$ cat config.mk
export PLATFORM = sky130hd
export DESIGN_NAME = ddr2_frame_arbiter
export DESIGN_NICKNAME = d
export VERILOG_FILES = /design/src/rtl/ddr2_arb_pkg.sv /design/src/rtl/ddr2_frame_arbiter_pingpong.sv /design/src/rtl/ddr2_frame_arbiter.sv
export SDC_FILE = /design/constraint.sdc
export NUM_CORES = 1
export LEC_CHECK = 0
export CORE_MARGIN = 2
export CORE_UTILIZATION = 23
export DETAILED_ROUTE_END_ITERATION = 16
export PLACE_DENSITY = 0.54
export SYNTH_ARGS = -nofsm -noshare
export SYNTH_HDL_FRONTEND = slang
export SYNTH_SLANG_ARGS = --single-unit
$ cat constraint.sdc
create_clock -name clk -period 2.59 [get_ports clk]
set_clock_uncertainty 0.15 [all_clocks]
set_input_delay 0.259 -clock clk [delete_from_list [all_inputs] [get_ports clk]]
set_output_delay 0.259 -clock clk [all_outputs]
set_load 0.02 [all_outputs]
$ cat src/rtl/ddr2_arb_pkg.sv
// Shared types and constants for the DDR2 frame arbiter.
// Instruction codes, FSM encoding, counter widths, address helper.
package ddr2_arb_pkg;

  localparam int BURST_LEN    = 32;
  localparam int FRAME_BURSTS = 38;
  localparam int WR_URGENT    = 64;
  localparam logic [29:0] BUF_STRIDE = 30'h0080000;

  localparam int WCNT_W = $clog2(BURST_LEN);
  localparam int BIDX_W = $clog2(FRAME_BURSTS + 1);

  localparam logic [2:0] INSTR_WR = 3'b000;
  localparam logic [2:0] INSTR_RD = 3'b001;

  typedef enum logic [2:0] {
    IDLE,
    WR_FILL,
    WR_CMD,
    RD_CMD,
    RD_DRAIN
  } arb_state_t;

  function automatic logic [29:0] burst_addr(
    input logic              b,
    input logic [BIDX_W-1:0] idx
  );
    burst_addr = (b ? BUF_STRIDE : 30'd0)
               + 30'(idx) * 30'(BURST_LEN * 8);
  endfunction

endpackage

$ cat src/rtl/ddr2_frame_arbiter_pingpong.sv
// Ping-pong frame buffer bookkeeping: full/reading flags,
// write/read buffer selection and frame drop detection.
module fb_pingpong_mgr
  import ddr2_arb_pkg::*;
(
  input  logic clk,
  input  logic reset,
  input  logic frame_done,
  input  logic frame_start,
  input  logic mid_frame,
  input  logic rd_start,
  input  logic rd_last,
  output logic wbuf,
  output logic rbuf,
  output logic frame_ready,
  output logic rd_busy,
  output logic drop
);

  logic [1:0] full;
  logic [1:0] reading;
  logic       newest;
  logic       rd_take;
  logic       sel;

  assign rd_busy     = |reading;
  assign frame_ready = full[newest] & ~reading[newest];

  // A frame completing this cycle counts as the newest for rd_start.
  assign rd_take = rd_start & ~rd_busy & (frame_ready | frame_done);
  assign sel     = frame_done ? wbuf : newest;

  assign drop = (frame_done & reading[~wbuf])
              | (frame_start & mid_frame);

  always_ff @(posedge clk or posedge reset) begin
    if (reset) begin
      full    <= '0;
      reading <= '0;
      wbuf    <= 1'b0;
      rbuf    <= 1'b0;
      newest  <= 1'b0;
    end else begin
      if (frame_done) begin
        full[wbuf] <= 1'b1;
        newest     <= wbuf;
        if (!reading[~wbuf]) begin
          wbuf        <= ~wbuf;
          full[~wbuf] <= 1'b0;
        end
      end
      if (rd_take) begin
        rbuf         <= sel;
        reading[sel] <= 1'b1;
      end
      if (rd_last) begin
        full[rbuf]    <= 1'b0;
        reading[rbuf] <= 1'b0;
      end
    end
  end

endmodule

$ cat src/rtl/ddr2_frame_arbiter.sv
// MCB port 0 arbiter: sensor writes vs host reads, ping-pong buffers.
// Optional FRAME_DROP_CNT_EN builds a saturating drop counter.
module ddr2_frame_arbiter
  import ddr2_arb_pkg::*;
(
  input  logic        clk,
  input  logic        reset,
  input  logic        calib_done,
  input  logic        frame_start,
  input  logic [9:0]  wr_fifo_count,
  output logic        wr_fifo_rd_en,
  output logic        p0_wr_en,
  input  logic        p0_wr_full,
  output logic        p0_rd_en,
  input  logic        p0_rd_empty,
  input  logic [9:0]  rd_fifo_space,
  output logic        rd_fifo_wr_en,
  output logic        p0_cmd_en,
  output logic [2:0]  p0_cmd_instr,
  output logic [5:0]  p0_cmd_bl,
  output logic [29:0] p0_cmd_addr,
  input  logic        p0_cmd_full,
  input  logic        rd_start,
  output logic        frame_ready,
  output logic        rd_done,
  output logic [7:0]  drop_count
);

  localparam logic [WCNT_W-1:0] WORD_LAST =
    WCNT_W'(BURST_LEN - 1);
  localparam logic [BIDX_W-1:0] BIDX_LAST =
    BIDX_W'(FRAME_BURSTS - 1);

  arb_state_t state, state_nx;

  logic [WCNT_W-1:0] wcnt;
  logic [BIDX_W-1:0] wr_idx;
  logic [BIDX_W-1:0] rd_idx;
  logic wr_on, last_wr, start_pend;
  logic wbuf, rbuf, rd_busy, drop;
  logic wr_ok, rd_ok, urgent;
  logic wr_pop, rd_pop, cmd_go;
  logic frame_done, rd_last, restart, mid_frame, in_wr;

  assign urgent = wr_fifo_count >= 10'(WR_URGENT);
  assign wr_ok  = wr_on & calib_done
                & (wr_fifo_count >= 10'(BURST_LEN));
  assign rd_ok  = rd_busy & calib_done
                & (rd_fifo_space >= 10'(BURST_LEN));

  assign in_wr     = (state == WR_FILL) | (state == WR_CMD);
  assign restart   = (frame_start | start_pend) & ~in_wr;
  assign mid_frame = wr_on & (wr_idx != '0);

  assign frame_done = cmd_go & (state == WR_CMD)
                    & (wr_idx == BIDX_LAST);
  assign rd_last    = rd_pop & (wcnt == WORD_LAST)
                    & (rd_idx == BIDX_LAST);

  assign wr_fifo_rd_en = wr_pop;
  assign p0_wr_en      = wr_pop;
  assign p0_rd_en      = rd_pop;
  assign rd_fifo_wr_en = rd_pop;
  assign p0_cmd_bl     = 6'(BURST_LEN - 1);

  always_ff @(posedge clk or posedge reset) begin
    if (reset) state <= IDLE;
    else       state <= state_nx;
  end

  always_comb begin
    state_nx = state;
    wr_pop   = 1'b0;
    rd_pop   = 1'b0;
    cmd_go   = 1'b0;
    unique case (state)
      IDLE: begin
        // Urgent writes win; otherwise the last-served side yields.
        if (wr_ok && (!rd_ok || urgent || !last_wr))
          state_nx = WR_FILL;
        else if (rd_ok)
          state_nx = RD_CMD;
      end
      WR_FILL: begin
        wr_pop = !p0_wr_full;
        if (wr_pop && wcnt == WORD_LAST) state_nx = WR_CMD;
      end
      WR_CMD: begin
        cmd_go = !p0_cmd_full;
        if (cmd_go) state_nx = IDLE;
      end
      RD_CMD: begin
        cmd_go = !p0_cmd_full;
        if (cmd_go) state_nx = RD_DRAIN;
      end
      RD_DRAIN: begin
        rd_pop = !p0_rd_empty;
        if (rd_pop && wcnt == WORD_LAST) state_nx = IDLE;
      end
      default: state_nx = IDLE;
    endcase
  end

  always_ff @(posedge clk or posedge reset) begin
    if (reset) begin
      wcnt         <= '0;
      wr_idx       <= '0;
      rd_idx       <= '0;
      wr_on        <= 1'b0;
      last_wr      <= 1'b0;
      start_pend   <= 1'b0;
      p0_cmd_en    <= 1'b0;
      p0_cmd_instr <= 3'b000;
      p0_cmd_addr  <= '0;
      rd_done      <= 1'b0;
    end else begin
      if (wr_pop || rd_pop) wcnt <= wcnt + 1'b1;
      start_pend <= (frame_start | start_pend) & in_wr;
      if (state == IDLE && state_nx != IDLE)
        last_wr <= (state_nx == WR_FILL);
      if (restart) begin
        wr_on  <= 1'b1;
        wr_idx <= '0;
      end else if (cmd_go && state == WR_CMD) begin
        wr_idx <= wr_idx + 1'b1;
        if (frame_done) wr_on <= 1'b0;
      end
      if (rd_pop && wcnt == WORD_LAST)
        rd_idx <= rd_last ? '0 : rd_idx + 1'b1;
      p0_cmd_en <= cmd_go;
      if (cmd_go) begin
        p0_cmd_instr <= (state == WR_CMD) ? INSTR_WR : INSTR_RD;
        p0_cmd_addr  <= (state == WR_CMD)
                      ? burst_addr(wbuf, wr_idx)
                      : burst_addr(rbuf, rd_idx);
      end
      rd_done <= rd_last;
    end
  end

  fb_pingpong_mgr u_pp (
    .clk         (clk),
    .reset       (reset),
    .frame_done  (frame_done),
    .frame_start (restart),
    .mid_frame   (mid_frame),
    .rd_start    (rd_start),
    .rd_last     (rd_last),
    .wbuf        (wbuf),
    .rbuf        (rbuf),
    .frame_ready (frame_ready),
    .rd_busy     (rd_busy),
    .drop        (drop)
  );

`ifdef FRAME_DROP_CNT_EN
  always_ff @(posedge clk or posedge reset) begin
    if (reset)
      drop_count <= '0;
    else if (drop && drop_count != 8'hFF)
      drop_count <= drop_count + 8'd1;
  end
`else
  logic drop_unused;
  assign drop_unused = drop;
  assign drop_count  = 8'h00;
`endif

endmodule
# Word level (Yosys, flattened, before mapping)
# Cells that the tools add are included.
classes:
  n_addsub: 5
  n_lt_le_gt_ge: 12
  eq_ne: 8
  n_mux: 40
  n_bitwise: 28
  reduce_logical: 26
ops:
  columns: ["op", "n"]
  rows:
  - ["20-bit by 14-bit adder with 21-bit output", 2]
  - ["20-bit two-way mux", 2]
  - ["21-bit two-way mux", 1]
  - ["10-bit by 6-bit >= comparator with 1-bit output, second input constant", 2]
  - ["1-bit two-way mux", 18]
  - ["3-bit two-way mux", 6]
  - ["6-bit two-way mux", 3]
  - ["3-bit case mux with 5 select lines", 1]
  - ["1-bit bitwise AND", 13]
  - ["6-bit by 1-bit adder with 6-bit output, second input constant", 2]
  - ["6-bit equality test, second input constant", 2]
  - ["10-bit by 7-bit >= comparator with 1-bit output, second input constant", 1]
  - ["1-bit logical AND", 10]
  - ["1-bit by 2-bit less-than comparator with 1-bit output, second input constant", 5]
  - ["2-bit two-way mux", 5]
  - ["2-bit bitwise AND", 3]
  - ["3-bit by 1-bit equality test with 1-bit output, second input constant", 2]
  - ["3-bit by 2-bit equality test with 1-bit output, second input constant", 2]
  - ["5-bit by 1-bit adder with 5-bit output, second input constant", 1]
  - ["5-bit equality test, second input constant", 1]
  - ["1-bit zero test", 5]
  - ["1-bit NOT", 5]
  - ["1-bit demux with 1-bit select", 4]
  - ["1-bit >= comparator, second input constant", 4]
  - ["other kinds (10)", 19]
totals:
  regBits: 65
  inputBits: 28
  output_inout_bits: 54
  wordCells: 135

# Depth between registers and ports, before layout
# Gate-level depths: netlist of run 1.
depth:
  depth_word: 14
  ltp_mapped: 8
  depth_no_buf: 7

# By module
# Synthesis of run 1 repeated with hierarchy kept, for this count alone.
unflattened:
  cells_unflattened: 245
  hier_area_um2: 2429.8
modules_own_cells:
  columns: ["module", "n_inst", "cells_per_inst", "area_per_inst_um2", "seq_area_each_um2"]
  rows:
  - ["ddr2_frame_arbiter", 1, 209, 2043.2, 825.8]
  - ["fb_pingpong_mgr", 1, 36, 386.6, 175.2]

# Least setup slack after synthesis of run 1
# Ideal clock, no wire load.
synth_timing:
  kind: "register to register"
  from: "register state[1]"
  to: "register wcnt[1]"
  setup_time_ns: 0.125
  arrival_ns: 2.171
  t_required_ns: 2.315
  setup_slack_ns: 0.145
  path_stages_with_launch: 5
  n_path_buf: 1
  period_less_slack_ns: 2.445
  cell_sequence: "dfrtp_1 buf_4 nor4b_1 o21bai_1 mux2_2"
synth_between:
  elab_chain_len: 3
  elab_cells_between_ends: 5
  classes_between: "eq/ne (2); mux (2); reduce/logical (1)"
synth_lines:
  columns: ["item", "line_no", "text"]
  rows:
  - ["from (decl)", "ddr2_frame_arbiter.sv:34", "arb_state_t state, state_nx;"]
  - ["from (signal assigned)", "ddr2_frame_arbiter.sv:68", "else state <= state_nx;"]
  - ["3-bit by 1-bit equality test with 1-bit output", "ddr2_frame_arbiter.sv:76", "unique case (state)"]
  - ["1-bit two-way mux", "ddr2_frame_arbiter.sv:76", null]
  - ["named net p0_wr_en", "ddr2_frame_arbiter.sv:12", "output logic p0_wr_en,"]
  - ["1-bit logical OR", "ddr2_frame_arbiter.sv:117", "if (wr_pop || rd_pop) wcnt <= wcnt + 1'b1;"]
  - ["to (signal assigned)", "ddr2_frame_arbiter.sv:117", null]
  - ["to (decl)", "ddr2_frame_arbiter.sv:36", "logic [WCNT_W-1:0] wcnt;"]
# The timed path passes the listed nets, and every way through them passes these cells.
# A chain may end at the register's enable or synchronous reset.

# Final worst setup path of run 1
layout_timing:
  from: "register state[1]"
  to: "output wr_fifo_rd_en"
layout_between:
  elab_chain_len: 2
layout_lines:
  columns: ["item", "line_no", "text"]
  rows:
  - ["3-bit by 1-bit equality test with 1-bit output", "ddr2_frame_arbiter.sv:76", null]
  - ["1-bit two-way mux", "ddr2_frame_arbiter.sv:76", null]
  - ["to (decl)", "ddr2_frame_arbiter.sv:11", "output logic wr_fifo_rd_en,"]
# Every way passes these cells.

==> metrics.yaml, run 1 <==
yosysTopAreaCell: "dfrtp_1"
synth_top_area_frac: 0.439
ant_nets: 0
crit_start: "state[1]"
cp_num_buf_inv: 2
setup_tns_ns: 0
status: "complete, no violations"
drv_cap: 0
clkTransAtPathRegs_ns: 0.07
critical_path_required_ns: 2.18
antenna_found_initial: 0
num_rows: 36
cts_buffers: 5
num_vias: 1627
setup_viol: 0
grt_usage: 0.0833
grt_first_pass_wirelength_mm: 7.25
r2r_end: "rd_idx[4]"
cts_setup_buffers: 0
cp_data_arrival_time_ns: 1.97
maxSlewHeadroom: 0.655
cts-root-buf: "clkbuf_8"
period_share: 0.919
grt_overflow: 0
drtPass1Iterations: 4
finalHoldViolations: 0
grt_max_degree: 41
cts.sinks: 40
diodes: 0
synth_seq_area_share: 0.439
crit_end: "wr_fifo_rd_en"
drcViolationCount: 0
wl_mm: 4.36
cp_num_cells: 3
rsz0062_at_grt: "no"
worst_pin_slew_ns: 0.518
ios: 82
wire_per_inst_microns: 10.8
finalMaxSlewViolations: 0
endpoint_kind: "primary output"
finalNetCount: 305
final.fill_count: 1053
cp_slowest_cell: "clkdlybuf4s50_1"
synthFlopType: "dfrtp_1"
fin_cells: 405
synth.most_common_cell: "buf_4"
syn_inst: 237
synth-seq-cells: 40
die_width_microns: 104
cts-resized-gates: 0
rr_worst_depth: 7
clock_path_buffers: 2
r2r-start: "wcnt[0]"
gp_congestion: 0.763
ir_worst_vdd_mv: 0.254
ys_types: 43
drt_iter0_drc: 77
crit_family: "buffers and inverters"
leakagePower_nw: 1.24
h-tree-depth: 2
netlist_area_sq_mm: 0.00228
dieHeight_microns: 104
async_reset_ff_frac: 1.00
p_total_mw: 1.79
drive_above_1_share: 0.0625
die-area_sq_mm: 0.0107
path_class: "reg -> out"
placedCellCount: 397
area_growth_pct: 18.9
hold_path_class: "in -> async"
routed_via_density: 4.02
dp_hpwl_mm: 3.21
synth_enable_flop_cells: 0
crit_chain: "nor4b_1 -> buf_4 -> clkdlybuf4s50_1"
power_density_mw_per_mm2: 661
grt_pass1_vias: 1493
start_util: 0.236
clock.fmax_mhz: 420
port-buffer-count: 32
yosys_warnings: 0
synthTopCellsByCount: "buf_4, dfrtp_1, o21ai_0"
startpoint_type: "flip-flop"
clkLatencyLatePin_ns: 0.29
avgSynthCellArea_sq_um: 9.62
critPathMaxFanout: 8
design.core.area_sq_mm: 0.00968
max_stage_delay_ns: 0.60
cts_tree: "done"
post-route-min-period_ns: 2.38
ctsHoldBuffers: 0
ff2ff_setup_slack_ns: 0.51
yosys-top-cells-area: "dfrtp_1, buf_4, o21ai_0"
## power by group
part / internal, mW / switching [mW] / leakage (nW)
combinational: 0.228 / 0.286 / 0.681
clock: 0.286 / 0.218 / 0.0552
sequential: 0.713 / 0.0637 / 0.508
total: 1.23 / 0.567 / 1.24
## sequential cells by signal, summed over array words and instances, names as in the netlist, 2 cells and up
signal and count:
wcnt 5, u_pp.full 2, rd_idx 6, state 3
wr_idx 6, p0_cmd_addr 7, u_pp.reading 2
## worst register-to-register path: stages (launching register included)
cell	delay (ns)
dfrtp_1	0.39
ha_1	0.18
and3_1	0.17
ha_1	0.18
nor2b_1	0.22
nor2b_1	0.39
nand4_1	0.16
xnor2_1	0.14
## logic make-up (layout without fill, tap and decap cells)
logic type / Yosys count / in the layout / synth area share
flops: 40 / 40 / 0.439
fa+ha+maj: 6 / 6 / 0.0329
compound gates: 45 / 45 / 0.115
buf+inv: 58 / 56 / 0.167
mux: 9 / 9 / 0.0406
other cells: 2 / 39 / 0.00329
simple gates: 68 / 68 / 0.168
xor+xnor: 9 / 9 / 0.0346
## per-stage QoR
step | cell area [sq um] | util | hold slack [ns] | setup WS, ns
2_1_floorplan | 2420 | - | 0.254 | 0.145
3_3_place_gp | 2610 | 0.269 | 0.304 | 0.353
3_5_place_dp | 2610 | 0.269 | 0.313 | 0.334
4_1_cts | 2710 | 0.280 | 0.259 | 0.168
5_1_grt | 2710 | 0.280 | 0.288 | 0.0115
6_report | 2710 | 0.280 | 0.239 | 0.211
## metal layers
metal / wire, microns / track usage
met1: 2060 / 0.111
met4: 65 / 0.0319
met2: 1990 / 0.130
met5: 0 / 0
met3: 240 / 0.0227
## area by class of cell
| type | count | area (sq um) | share of cell area |
|---|---|---|---|
| multi-input cells | 176 | 1040 | 0.383 |
| flip-flops and latches | 40 | 1000 | 0.369 |
| repair buffers | 37 | 358 | 0.132 |
| well taps | 133 | 166 | 0.0613 |
| clock buffers | 6 | 72.6 | 0.0268 |
| inverters | 11 | 41.3 | 0.0152 |
| clock inverters | 2 | 35.0 | 0.0129 |
## worst min path at each step
| stage | cells past startpoint | to | startpoint | slack (ns) |
|---|---|---|---|---|
| after global routing | 3 | u_pp.reading[0] | reset | 0.29 |
| after floorplan | 1 | state[1] | p0_cmd_full | 0.25 |
| after CTS | 3 | u_pp.full[0] | reset | 0.26 |
| after detailed placement | 2 | p0_cmd_addr[8] | p0_cmd_addr[8] | 0.31 |
| final | 3 | u_pp.newest | reset | 0.24 |
| after global placement | 1 | wcnt[3] | wcnt[3] | 0.30 |
## placed cells by master, fill, tap and decap left out, types with 2 or more instances in the layout
cell / instances
xor2_1: 4
nand2b_1: 6
mux2i_1: 7
o31ai_1: 2
conb_1: 39
nor3b_1: 2
dfrtp_1: 40
nand3_1: 2
buf_4: 5
a21oi_1: 10
nor4bb_1: 2
ha_1: 6
o21ai_0: 23
nor2_1: 8
or3_1: 4
clkbuf_8: 5
nor2b_1: 4
nand2_1: 18
o22a_1: 2
clkdlybuf4s50_1: 32
or4_1: 2
nand4_1: 7
mux2_2: 2
inv_1: 10
and3_1: 3
nor4b_1: 2
nor3_1: 2
xnor2_1: 5
(Power assumes the default switching activity.)
==> inputs of run 2 (changes only) <==
--- a/config.mk
+++ b/config.mk
@@ -9,5 +9,7 @@
 export CORE_UTILIZATION = 23
 export DETAILED_ROUTE_END_ITERATION = 16
-export PLACE_DENSITY = 0.54
+export DONT_BUFFER_PORTS = 1
+export HOLD_SLACK_MARGIN = 0.1
+export PLACE_DENSITY = 0.43
 export SYNTH_ARGS = -nofsm -noshare
 export SYNTH_HDL_FRONTEND = slang
==> constraint.sdc (replaced) <==
create_clock -name clk -period 2.59 [get_ports clk]
set_clock_uncertainty 0.15 [all_clocks]
set_input_delay 0.518 -clock clk [delete_from_list [all_inputs] [get_ports clk]]
set_output_delay 0.518 -clock clk [all_outputs]
set_load 0.02 [all_outputs]
==> run 2 against run 1 <==
  * Count of clock-buffer cells in the layout is the same
  * Setup slack better by 0.17 ns
  * Register-to-register slack hardly changed
  * Utilization is 3.1 points lower
  * Highest routed layer unchanged
==> metrics.yaml, run 2 (synthesized netlist as in run 1, its figures left out) <==
critical_path_required_ns: 1.92  # -0.26 ns
startpoint_type: "flip-flop"
num_vias: 1478  # -9.2%
cts_buffers: 5  # unchanged
die-area_sq_mm: 0.0107  # unchanged
seqPwrFrac: 0.486  # +0.053
port-buffer-count: 0  # -100%
drt_iter0_drc: 35  # -55%
rsz0062_at_grt: "no"
cts_setup_buffers: 0  # unchanged
wire_per_inst_microns: 11.8  # +9.7%
power_density_mw_per_mm2: 705  # +6.5%
gp_congestion: 0.682  # -11%
ant_nets: 0  # unchanged
start_util: 0.236  # unchanged
switching_share: 0.328  # +0.0119
design.core.area_sq_mm: 0.00968  # unchanged
worst_slack_ns: 0.384  # +0.173 ns
drtPass1Iterations: 4  # unchanged
cp_num_buf_inv: 1  # -1
path_class: "reg -> out"
finalMaxSlewViolations: 0  # unchanged
drive_above_1_share: 0.0826  # +0.0201
dp_hpwl_mm: 3.29  # +2.3%
drcViolationCount: 0  # unchanged
ctsHoldBuffers: 0  # unchanged
area_growth_pct: 5.81
clock_path_buffers: 2  # unchanged
clkLatencyLatePin_ns: 0.29  # about the same
diodes: 0  # unchanged
num_rows: 36  # unchanged
h-tree-depth: 2  # unchanged
grt_usage: 0.0869  # +0.00356
final_common_cell: "dfrtp_1"
worst_pin_slew_ns: 0.525  # +0.00674 ns
hold_path_class: "in -> async"
grt_overflow: 0  # unchanged
ios: 82  # unchanged
period_share: 0.852  # -0.0670
max_stage_delay_ns: 0.51  # -0.09 ns
finalNetCount: 275  # -9.8%
status: "complete, no violations"
p_total_mw: 1.70  # -5.2%
crit_chain: "or3b_4 -> nor2_1 -> buf_4"
maxSlewHeadroom: 0.650  # -0.00449
leakagePower_nw: 1.14  # -8.4%
post-route-min-period_ns: 2.21  # -0.173 ns
routed_via_density: 3.94  # -1.9%
clkTransAtPathRegs_ns: 0.08  # about the same
comb_power_share: 0.221  # -0.065
cp_slowest_cell: "dfrtp_1"
crit_family: "simple AND/OR/NAND/NOR gates"
wl_mm: 4.42  # +1.5%
cp_data_arrival_time_ns: 1.54  # -0.43 ns
ir_worst_vdd_mv: 0.252  # -0.53%
grt_first_pass_wirelength_mm: 7.34  # +1.3%
reg.largest.list: "p0_cmd_addr: 7 flops, rd_idx: 6 flops, wr_idx: 6 flops"
setup_viol: 0  # unchanged
antenna_found_initial: 0  # unchanged
pre_cts_slack_ns: 0.468  # +0.134 ns
drv_cap: 0  # unchanged
critPathMaxFanout: 8  # unchanged
cts.sinks: 40  # unchanged
switchingPower_mw: 0.557  # -1.6%
largest_reg_flops: 7  # unchanged
endpoint_kind: "primary output"
setup_tns_ns: 0  # unchanged
cts-root-buf: "clkbuf_8"
dieHeight_microns: 104  # unchanged
clock.fmax_mhz: 453  # +7.9%
p_int_mw: 1.14  # -6.9%
die_width_microns: 104  # unchanged
final.fill_count: 1069  # +1.5%
finalHoldViolations: 0  # unchanged
layout_common_cells: "dfrtp_1, conb_1, o21ai_0"
cts-resized-gates: 0  # unchanged
grt_max_degree: 41  # unchanged
max_flop_register: "p0_cmd_addr"
grt_pass1_vias: 1422  # -4.8%
clockPowerShare: 0.294  # +0.013
cts_tree: "done"
-- run 2: cell types whose count changed in the layout (fill, tap and decap cells not counted), sizes merged --
| cell | before | now |
|---|---|---|
| buf | 5 | 7 |
| clkdlybuf4s50 | 32 | 0 |
-- run 2: final timing paths --
kind                       cells after the start   startpoint             to  slack [ns]
max                                            3     state[2]  rd_fifo_wr_en        0.38
max in group asynchronous                      2        reset      u_pp.rbuf        1.83
max reg2reg                                    7      wcnt[0]      rd_idx[4]        0.50
min in group clk                               1  p0_cmd_full       state[1]        0.22
min reg2reg                                    1      wcnt[3]        wcnt[3]        0.32
min                                            2        reset        wcnt[2]        0.09
-- run 2: worst reg2reg max path: stages, from the launching register on --
cell and delay, ns:
dfrtp_1 0.39, ha_1 0.17, and3_1 0.16, ha_1 0.18
nor2b_1 0.23, nor2b_1 0.39, nand4_1 0.16, xnor2_1 0.14
-- run 2: cell type report --
class / instances / area [sq um] / area share
multi-input combinational: 176 / 1040 / 0.433
sequential: 40 / 1000 / 0.415
tap: 133 / 166 / 0.0689
clock buffer: 6 / 72.6 / 0.0301
timing repair buffer: 7 / 52.6 / 0.0218
inverter: 11 / 41.3 / 0.0171
clock inverter: 2 / 35.0 / 0.0145
-- run 2: stage by stage --
step / instances / util / area [sq um] / hold slack (ns)
6_report: 375 / 0.249 / 2410 / 0.0876
5_1_grt: 375 / 0.249 / 2410 / 0.144
2_1_floorplan: 274 / - / 2420 / 0.288
3_5_place_dp: 367 / 0.238 / 2310 / 0.311
4_1_cts: 375 / 0.249 / 2410 / 0.107
3_3_place_gp: 367 / 0.238 / 2310 / 0.312
-- run 2: routing by layer --
metal,track usage,up-vias,wire length [microns]
met5,0,-,0
met4,0.0290,0,47
met3,0.0365,4,332
met2,0.137,45,2060
met1,0.107,693,1990
li1,-,736,-
-- run 2: power groups by stage --
stage	combinational [mW]	sequential (mW)	clock, mW
3_3_place_gp	0.378	0.840	0
4_1_cts	0.385	0.829	0.527
5_1_grt	0.423	0.842	0.553
3_5_place_dp	0.383	0.842	0
2_1_floorplan	0.377	0.806	0
6_report	0.375	0.826	0.499
==> inputs of run 3 (changes only) <==
- CORE_MARGIN: 2 -> not set
- CTS_CLUSTER_SIZE: not set -> 12
==> run 3 against run 2 <==
  * Count of clock-buffer cells in the layout up 2
  * Total power down 4.2%
  * Fmax up 1.3%
==> metrics.yaml, run 3 (synthesized netlist as in run 1, its figures left out) <==
hold_path_class: "in -> async"
ctsHoldBuffers: 0  # unchanged
dp_hpwl_mm: 3.24  # -1.3%
reg.largest.list: "p0_cmd_addr: 7 flops, rd_idx: 6 flops, wr_idx: 6 flops"
drv_cap: 0  # unchanged
maxSlewHeadroom: 0.646  # -0.00368
port-buffer-count: 0  # unchanged
clock_path_buffers: 2  # unchanged
start_util: 0.242  # +0.00673
multi_input_area_sq_mm: 0.00104  # unchanged
ant_nets: 0  # unchanged
h-tree-depth: 2  # unchanged
worst_pin_slew_ns: 0.530  # +0.00552 ns
setup_viol: 0  # unchanged
finalMaxSlewViolations: 0  # unchanged
final_common_cell: "dfrtp_1"
diodes: 0  # unchanged
worst_slack_ns: 0.412  # +0.0274 ns
endpoint_kind: "primary output"
cts.sinks: 40  # unchanged
max_flop_register: "p0_cmd_addr"
ir_worst_vdd_mv: 0.197  # -22%
largest_reg_flops: 7  # unchanged
wl_mm: 4.44  # +0.34%
drcViolationCount: 0  # unchanged
setup_tns_ns: 0  # unchanged
status: "complete, no violations"
die_width_microns: 102  # -1.9%
rsz0062_at_grt: "no"
post-route-min-period_ns: 2.18  # -0.0274 ns
clkTransAtPathRegs_ns: 0.07  # about the same
cts_setup_buffers: 0  # unchanged
pre_cts_slack_ns: 0.483  # +0.0150 ns
finalNetCount: 275  # unchanged
num_vias: 1522  # +3.0%
cts-resized-gates: 0  # unchanged
cp_data_arrival_time_ns: 1.51  # -0.03 ns
clkLatencyLatePin_ns: 0.29  # about the same
grt_usage: 0.0938  # +0.00693
drive_above_1_share: 0.0785  # -0.00413
ios: 82  # unchanged
dieHeight_microns: 102  # -1.9%
cts_tree: "done"
die-area_sq_mm: 0.0103  # -3.8%
finalHoldViolations: 0  # unchanged
wire_per_inst_microns: 12.0  # +1.4%
path_class: "reg -> out"
grt_first_pass_wirelength_mm: 7.26  # -1.1%
critical_path_required_ns: 1.92  # about the same
fin_cells: 371  # -1.1%
regArea_sq_mm: 0.00100  # unchanged
critPathMaxFanout: 8  # unchanged
placedCellCount: 363  # -1.1%
cts-root-buf: "clkbuf_8"
clock.fmax_mhz: 459  # +1.3%
final.fill_count: 1019  # -4.7%
antenna_found_initial: 0  # unchanged
num_rows: 35  # -2.8%
startpoint_type: "flip-flop"
grt_pass1_vias: 1388  # -2.4%
design.core.area_sq_mm: 0.00942  # -2.8%
grt_overflow: 0  # unchanged
leakagePower_nw: 1.13  # -0.85%
power_density_mw_per_mm2: 681  # -3.3%
area_growth_pct: 4.83
grt_max_degree: 41  # unchanged
routed_via_density: 4.10  # +4.1%
drt_iter0_drc: 37  # +5.7%
gp_congestion: 0.716  # +4.9%
drtPass1Iterations: 4  # unchanged
layout_common_cells: "dfrtp_1, conb_1, o21ai_0"
cts_buffers: 5  # unchanged
period_share: 0.841  # -0.0106
==> run 3: cell count changes in the layout (fill, tap and decap cells not counted) <==
cell / delta
bufinv_16: -1
clkbuf_1: +1
clkbuf_8: +1
clkinv_2: -1
==> run 3: cell type report <==
cell class,count,share of cell area
multi-input combinational,176,0.437
tap,129,0.0675
inverter,11,0.0173
clock buffer,8,0.0377
timing repair buffer,7,0.0220
sequential,40,0.419
==> run 3: worst max-delay path, cell delays in order (launching register included) <==
cell	delay, ns
dfrtp_1	0.49
or3b_4	0.45
nor2_1	0.11
buf_4	0.18
==> run 3: worst paths after layout <==
kind / end / from / depth (start not counted) / slack, ns
min: wcnt[1] / reset / 2 / 0.10
max reg2reg: rd_idx[4] / wcnt[0] / 7 / 0.51
max: rd_fifo_wr_en / state[2] / 3 / 0.41
min in group clk: state[1] / p0_cmd_full / 1 / 0.23
max in group asynchronous: p0_cmd_addr[8] / reset / 2 / 1.83
min reg2reg: wcnt[3] / wcnt[3] / 1 / 0.33
==> run 3: metrics by stage <==
stage           util  hold WS, ns  cell area, sq um  total power [mW]
2_1_floorplan      -        0.288              2420              1.18
3_3_place_gp   0.244        0.310              2300              1.22
3_5_place_dp   0.244        0.317              2300              1.22
4_1_cts        0.254        0.123              2390              1.66
5_1_grt        0.254        0.142              2390              1.74
6_report       0.254        0.102              2390              1.63
==> run 3: power by group <==
group | internal, mW | leakage (nW) | switching (mW) | total [mW]
clock | 0.218 | 0.0455 | 0.212 | 0.430
combinational | 0.144 | 0.576 | 0.237 | 0.381
sequential | 0.713 | 0.508 | 0.105 | 0.818
==> run 3: per-layer routing <==
layer | share of wire | routed length, microns | vias to the layer above | GRT usage
li1 | - | - | 742 | -
met1 | 0.47 | 2090 | 719 | 0.119
met2 | 0.47 | 2070 | 56 | 0.152
met3 | 0.055 | 242 | 5 | 0.0276
met4 | 0.0095 | 42 | 0 | 0.0301
met5 | 0 | 0 | - | 0
